===== src/rtl/uart_pixel_framer_pkg.sv =====
// uart_pixel_framer_pkg: shared types and constants for the UART pixel framer.
//   framer_state_e : byte-parser states (HUNT, HDR, PIX)
//   HDR0_DEF/HDR1_DEF : default frame header byte values
//   pixel_count()  : number of pixels in a panel
package uart_pixel_framer_pkg;

    typedef enum logic [1:0] {HUNT, HDR, PIX} framer_state_e;

    localparam logic [7:0] HDR0_DEF = 8'hA5;
    localparam logic [7:0] HDR1_DEF = 8'h5A;

    function automatic int pixel_count(input int rows, input int cols);
        return rows * cols;
    endfunction

endpackage


===== src/rtl/uart_pixel_framer.sv =====
// uart_pixel_framer: turns a UART byte stream (header A5 5A + R,G,B bytes per pixel)
// into framed RGB pixel beats with SOF/EOF marking, backpressure and idle-timeout resync.
//   clk, rst_n (async, active-low)
//   in_valid/in_ready/in_data    : byte stream from the UART receiver
//   pix_valid/pix_ready/pix_rgb  : pixel beat, {B,G,R} with R in the low bits
//   pix_sof/pix_eof              : beat is first/last pixel of the frame
//   frame_done, err_timeout, err_hdr : single-cycle status pulses
module uart_pixel_framer
    import uart_pixel_framer_pkg::*;
#(
    parameter int         COLOR_DEPTH    = 4,
    parameter int         PANEL_ROWS     = 64,
    parameter int         PANEL_COLS     = 64,
    parameter int         TIMEOUT_CYCLES = 50000,
    parameter logic [7:0] HDR0           = HDR0_DEF,
    parameter logic [7:0] HDR1           = HDR1_DEF
) (
    input  logic                     clk,
    input  logic                     rst_n,
    input  logic                     in_valid,
    output logic                     in_ready,
    input  logic [7:0]               in_data,
    output logic                     pix_valid,
    input  logic                     pix_ready,
    output logic [3*COLOR_DEPTH-1:0] pix_rgb,
    output logic                     pix_sof,
    output logic                     pix_eof,
    output logic                     frame_done,
    output logic                     err_timeout,
    output logic                     err_hdr
);

    localparam int NPIX = pixel_count(PANEL_ROWS, PANEL_COLS);
    localparam int IW   = NPIX > 1 ? $clog2(NPIX) : 1;
    localparam int TW   = $clog2(TIMEOUT_CYCLES + 1);

    framer_state_e              state, state_nx;
    logic [1:0]                 ch;
    logic [IW-1:0]              pix_idx;
    logic [2*COLOR_DEPTH-1:0]   acc_rg;
    logic [TW-1:0]              tcnt;
    logic [COLOR_DEPTH-1:0]     chan;
    logic                       take, idle_tick, timeout, last_pix, load, hdr_bad;

    assign in_ready  = !(pix_valid && !pix_ready);
    assign take      = in_valid && in_ready;
    assign chan      = in_data[7 -: COLOR_DEPTH];
    // in_ready=1 with nothing accepted means the host is idle, not stalled by us
    assign idle_tick = (state != HUNT) && in_ready && !in_valid;
    assign timeout   = idle_tick && (tcnt == TW'(TIMEOUT_CYCLES - 1));
    assign last_pix  = pix_idx == IW'(NPIX - 1);
    assign load      = take && (state == PIX) && (ch == 2'd2);

    always_comb begin
        state_nx = state;
        hdr_bad  = 1'b0;
        if (timeout)
            state_nx = HUNT;
        else if (take) begin
            case (state)
                HUNT: state_nx = (in_data == HDR0) ? HDR : HUNT;
                HDR: begin
                    state_nx = (in_data == HDR1) ? PIX : (in_data == HDR0) ? HDR : HUNT;
                    hdr_bad  = (in_data != HDR1) && (in_data != HDR0);
                end
                PIX:     state_nx = (load && last_pix) ? HUNT : PIX;
                default: state_nx = HUNT;
            endcase
        end
    end

    always_ff @(posedge clk or negedge rst_n) begin
        if (!rst_n) begin
            state       <= HUNT;
            ch          <= 2'd0;
            pix_idx     <= '0;
            acc_rg      <= '0;
            tcnt        <= '0;
            pix_valid   <= 1'b0;
            pix_rgb     <= '0;
            pix_sof     <= 1'b0;
            pix_eof     <= 1'b0;
            frame_done  <= 1'b0;
            err_timeout <= 1'b0;
            err_hdr     <= 1'b0;
        end else begin
            state       <= state_nx;
            err_hdr     <= hdr_bad;
            err_timeout <= timeout;
            frame_done  <= pix_valid && pix_ready && pix_eof;
            tcnt        <= (take || state == HUNT || timeout) ? '0 : idle_tick ? tcnt + 1'b1 : tcnt;
            if (timeout || (take && state == HDR)) begin
                ch      <= 2'd0;
                pix_idx <= '0;
            end else if (take && state == PIX) begin
                ch <= (ch == 2'd2) ? 2'd0 : ch + 2'd1;
                if (ch != 2'd2)
                    acc_rg[ch[0]*COLOR_DEPTH +: COLOR_DEPTH] <= chan;
                else
                    pix_idx <= last_pix ? '0 : pix_idx + 1'b1;
            end
            // a load always wins over a pop, giving back-to-back beats
            if (load) begin
                pix_valid <= 1'b1;
                pix_rgb   <= {chan, acc_rg};
                pix_sof   <= pix_idx == '0;
                pix_eof   <= last_pix;
            end else if (pix_valid && pix_ready)
                pix_valid <= 1'b0;
        end
    end

endmodule


===== config.mk =====
export PLATFORM = sky130hd
export DESIGN_NAME = uart_pixel_framer
export DESIGN_NICKNAME = d
export VERILOG_FILES = /design/src/rtl/uart_pixel_framer_pkg.sv /design/src/rtl/uart_pixel_framer.sv
export SDC_FILE = /design/constraint.sdc
export NUM_CORES = 1
export LEC_CHECK = 0
export ABC_AREA = 1
export CAP_MARGIN = 5
export CORE_UTILIZATION = 55
export DETAILED_ROUTE_END_ITERATION = 6
export PLACE_DENSITY = 0.8
export SLEW_MARGIN = 20
export SYNTH_ARGS = -nofsm -noshare
export SYNTH_HDL_FRONTEND = slang
export SYNTH_SLANG_ARGS = --single-unit

===== constraint.sdc =====
create_clock -name clk -period 1.9 [get_ports clk]
set_input_delay 0.19 -clock clk [delete_from_list [all_inputs] [get_ports clk]]
set_output_delay 0.19 -clock clk [all_outputs]
set_load 0.01 [all_outputs]

==> results.txt <==
Outcome -> complete, no violations
Met1 Track Usage GR -> 30.6%
Buffers added on ports -> 30
TritonCTS clock tree -> yes
Met3 usage -> 6.24%
Via count of the first global-routing pass -> 2709
Post-synthesis net count -> 421
Maximum number of buffers from clock root to sink -> 2
Worst Tran Pin Value -> 0.454 ns
Share of synthesized area occupied by flip-flops and latches -> 45.8%
Antenna violations before repair -> 0
First-pass iteration count of the detailed router -> 4
Final sum of negative setup slack -> 0 ns
Async SR Flop Fraction -> 100%
WL final -> 6720 µm
Proportion of layout cells with a drive suffix above 1 -> 11.0%
Clock Skew -> 0.00731 ns
Achievable frequency -> 550 MHz
Most frequent standard cell in the layout excluding fill and tap cells -> sky130_fd_sc_hd__nand2_1
Worst-case vdd ir drop -> 0.760 mV
Post-Syn Area per Cell -> 7.81 µm²
Effective utilization at floorplan -> 57.2%
Total number of vias -> 2776
Detail Placement HPWL -> 4910 µm
Vert. Die Dim -> 77.9 µm
Portion of synthesized cell area occupied by the leading cell type -> 45.8%
Signed area change from the synthesized netlist to the final layout -> 21.9%
Net switching power of the design -> 538 µW
Per-cell routed wire length -> 12.8 µm
WP data required -> 1.71 ns
Overflow left after global routing -> 0
Width of the die -> 77.9 µm
Total of flip-flops plus latches after synthesis -> 58
Internal Dissipation -> 2380 µW
First-pass GRT wire length -> 11900 µm
Main synth FF type -> sky130_fd_sc_hd__dfrtp_1
Post-CTS setup buffers -> 0
Die Area -> 6070 µm²
DRC violation total after the first TritonRoute iteration -> 176
Timing startpoint of the critical path -> pix_valid$_DFFE_PN0P_
Reg2Reg Launch Point -> tcnt[0]$_DFFE_PN0P_
Number of design rule violations left after detail routing -> 0
Global Route Usage Sum -> 25.2%
Met2 Resource Use GR -> 43.7%
Element type at the critical path start -> register
Clock share of power -> 55.0%
Hold buffer count at CTS -> 1
Proportion of total power due to net switching -> 18.5%
Share of the clock period used by the worst path after layout -> 95.6%
Worst path arrival time -> 1.63 ns
Leakage power total -> 0.00184 µW
Number of buffers created by CTS -> 9
Leading cell types by total area after synthesis -> sky130_fd_sc_hd__dfrtp_1 46%, sky130_fd_sc_hd__nand2_1 13%, sky130_fd_sc_hd__nand3_1 7.4%
Non-filler instance count after layout -> 525
Post-route antenna net violation count -> 0
YS warnings -> 0
Portion of total power attributed to combinational logic -> 2.6%
# setup viols final -> 0
Remaining max-slew budget at the tightest pin -> 69.7%
Commonest cells after routing, fill and taps aside -> 113 x sky130_fd_sc_hd__nand2_1, 58 x sky130_fd_sc_hd__dfrtp_1, 49 x sky130_fd_sc_hd__nor2_1
Number of vias per cell -> 5.29
Worst Path Class, Setup -> reg2out
Clock transition time at the flip-flop clock pins of the worst setup and hold paths -> 0.07 ns
Setup repair after global routing missed its margin -> no
Clock tree root driver cell -> sky130_fd_sc_hd__clkbuf_8
Power density cells -> 754 nW/µm²
Source-to-sink clock delay at the later pin of the worst-skew pair -> 0.33 ns
Library cell with the largest summed area after synthesis -> sky130_fd_sc_hd__dfrtp_1
Hold Crit Class -> in2async
CTS-repair resized insts -> 0
TritonCTS Sinks -> 58
Count of boundary I/O pins -> 31
H-tree depth -> 3
Total inserted antenna cells -> 0
Max Slew Vio Count -> 0
Minimum clock period after layout -> 1.82 ns
Max-cap violation count -> 0
Placed cells -> 508
Final Hold Violating Endpoints -> 0
Worst setup EP type -> output pin
Number of rows in the core area -> 27
Final net count -> 463
Area inside the core boundary -> 5540 µm²
Post-synth EDFFs -> 0
Largest net degree at the start of global routing -> 27
Most used routing layer -> met2
Crit-path max FO -> 5
Unique masters post-synth -> 31
Number of instances in the synthesized netlist -> 406
Cell area after synthesis -> 3170 µm²
Sequential Power Share -> 42.4%
RD Place Congestion -> 0.934
==> cell usage after synthesis, types with 3 or more instances <==
cell	count
sky130_fd_sc_hd__nand2_1	113
sky130_fd_sc_hd__dfrtp_1	58
sky130_fd_sc_hd__nor2_1	49
sky130_fd_sc_hd__nand3_1	47
sky130_fd_sc_hd__inv_1	46
sky130_fd_sc_hd__o21ai_0	13
sky130_fd_sc_hd__nand4_1	12
sky130_fd_sc_hd__xor2_1	11
sky130_fd_sc_hd__nor3_1	7
sky130_fd_sc_hd__nor2_4	6
sky130_fd_sc_hd__nor2_2	5
sky130_fd_sc_hd__buf_6	4
sky130_fd_sc_hd__o21ai_1	4
sky130_fd_sc_hd__a21oi_1	3
sky130_fd_sc_hd__ha_1	3
sky130_fd_sc_hd__nand3_2	3
==> metal layers <==
layer  wire length, µm  up-vias
met4                90        0
met1              2940     1318
met2              3410       67
met5                 0        -
li1                  -     1384
met3               277        7
==> worst paths after layout <==
check	end	slack [ns]	cells past startpoint
max	in_ready	0.08	4
min	err_hdr$_DFF_PN0_	0.34	2
max reg2reg	pix_idx[4]$_DFFE_PN0P_	0.27	8
min reg2reg	pix_rgb[0]$_DFFE_PN0P_	0.47	2
max in group asynchronous	pix_eof$_DFFE_PN0P_	0.86	3
min in group clk	frame_done$_DFF_PN0_	0.45	3
==> power groups by stage <==
| stage | combinational [µW] | sequential, µW | clock (µW) |
|---|---|---|---|
| 2_1_floorplan | 15.7 | 1260 | 0 |
| 3_3_place_gp | 72.8 | 1260 | 0 |
| 3_5_place_dp | 74.4 | 1260 | 0 |
| 4_1_cts | 76.2 | 1240 | 1620 |
| 5_1_grt | 84.8 | 1240 | 1670 |
| 6_report | 74.3 | 1240 | 1600 |
==> layout make-up <==
cell class	instances	area (µm²)
multi-input cells	292	1470
clock inverters	4	120
clock buffers	12	165
fillers	444	1670
inverters	48	180
repair buffers	39	390
flip-flops and latches	58	1450
well taps	72	90.1
==> logic make-up (layout without fill, tap and decap cells) <==
| family | after synthesis | count (layout) | share of synthesized area (%) |
|---|---|---|---|
| AND/OR/NAND/NOR | 255 | 255 | 38.3 |
| flip-flops | 58 | 58 | 45.8 |
| AO/OA/AOI/OAI | 23 | 23 | 3.83 |
| buffers and inverters | 56 | 103 | 7.89 |
| XOR/XNOR | 11 | 11 | 3.04 |
| adder cells (fa/ha/maj) | 3 | 3 | 1.18 |
==> stage by stage <==
stage | hold WS [ns] | area (µm²) | util (%) | setup slack, ns | total power, µW
6_report | 0.336 | 3870 | 69.8 | 0.0832 | 2910
5_1_grt | 0.372 | 3870 | 69.8 | 0.00312 | 2990
4_1_cts | 0.333 | 3870 | 69.8 | 0.0691 | 2940
3_5_place_dp | 0.158 | 3570 | 64.5 | 0.0889 | 1330
3_3_place_gp | 0.153 | 3570 | 64.5 | 0.107 | 1330
2_1_floorplan | -0.106 | 3170 | - | 0.403 | 1280
==> state kept, by name, summed over array words and instances (netlist names) <==
| register | count |
|---|---|
| pix_valid | 1 |
| ch | 2 |
| pix_eof | 1 |
| err_timeout | 1 |
| frame_done | 1 |
| pix_rgb | 12 |
| tcnt | 16 |
| err_hdr | 1 |
| acc_rg | 8 |
| pix_sof | 1 |
| state | 2 |
| pix_idx | 12 |
==> worst max-delay path, cell delays in order (launching register included) <==
cell and delay (ns):
sky130_fd_sc_hd__dfrtp_1 0.42, sky130_fd_sc_hd__inv_1 0.07, sky130_fd_sc_hd__nor2_2 0.19, sky130_fd_sc_hd__inv_2 0.12, sky130_fd_sc_hd__clkdlybuf4s50_1 0.49
Note: power is estimated with default switching activity, not from simulation.
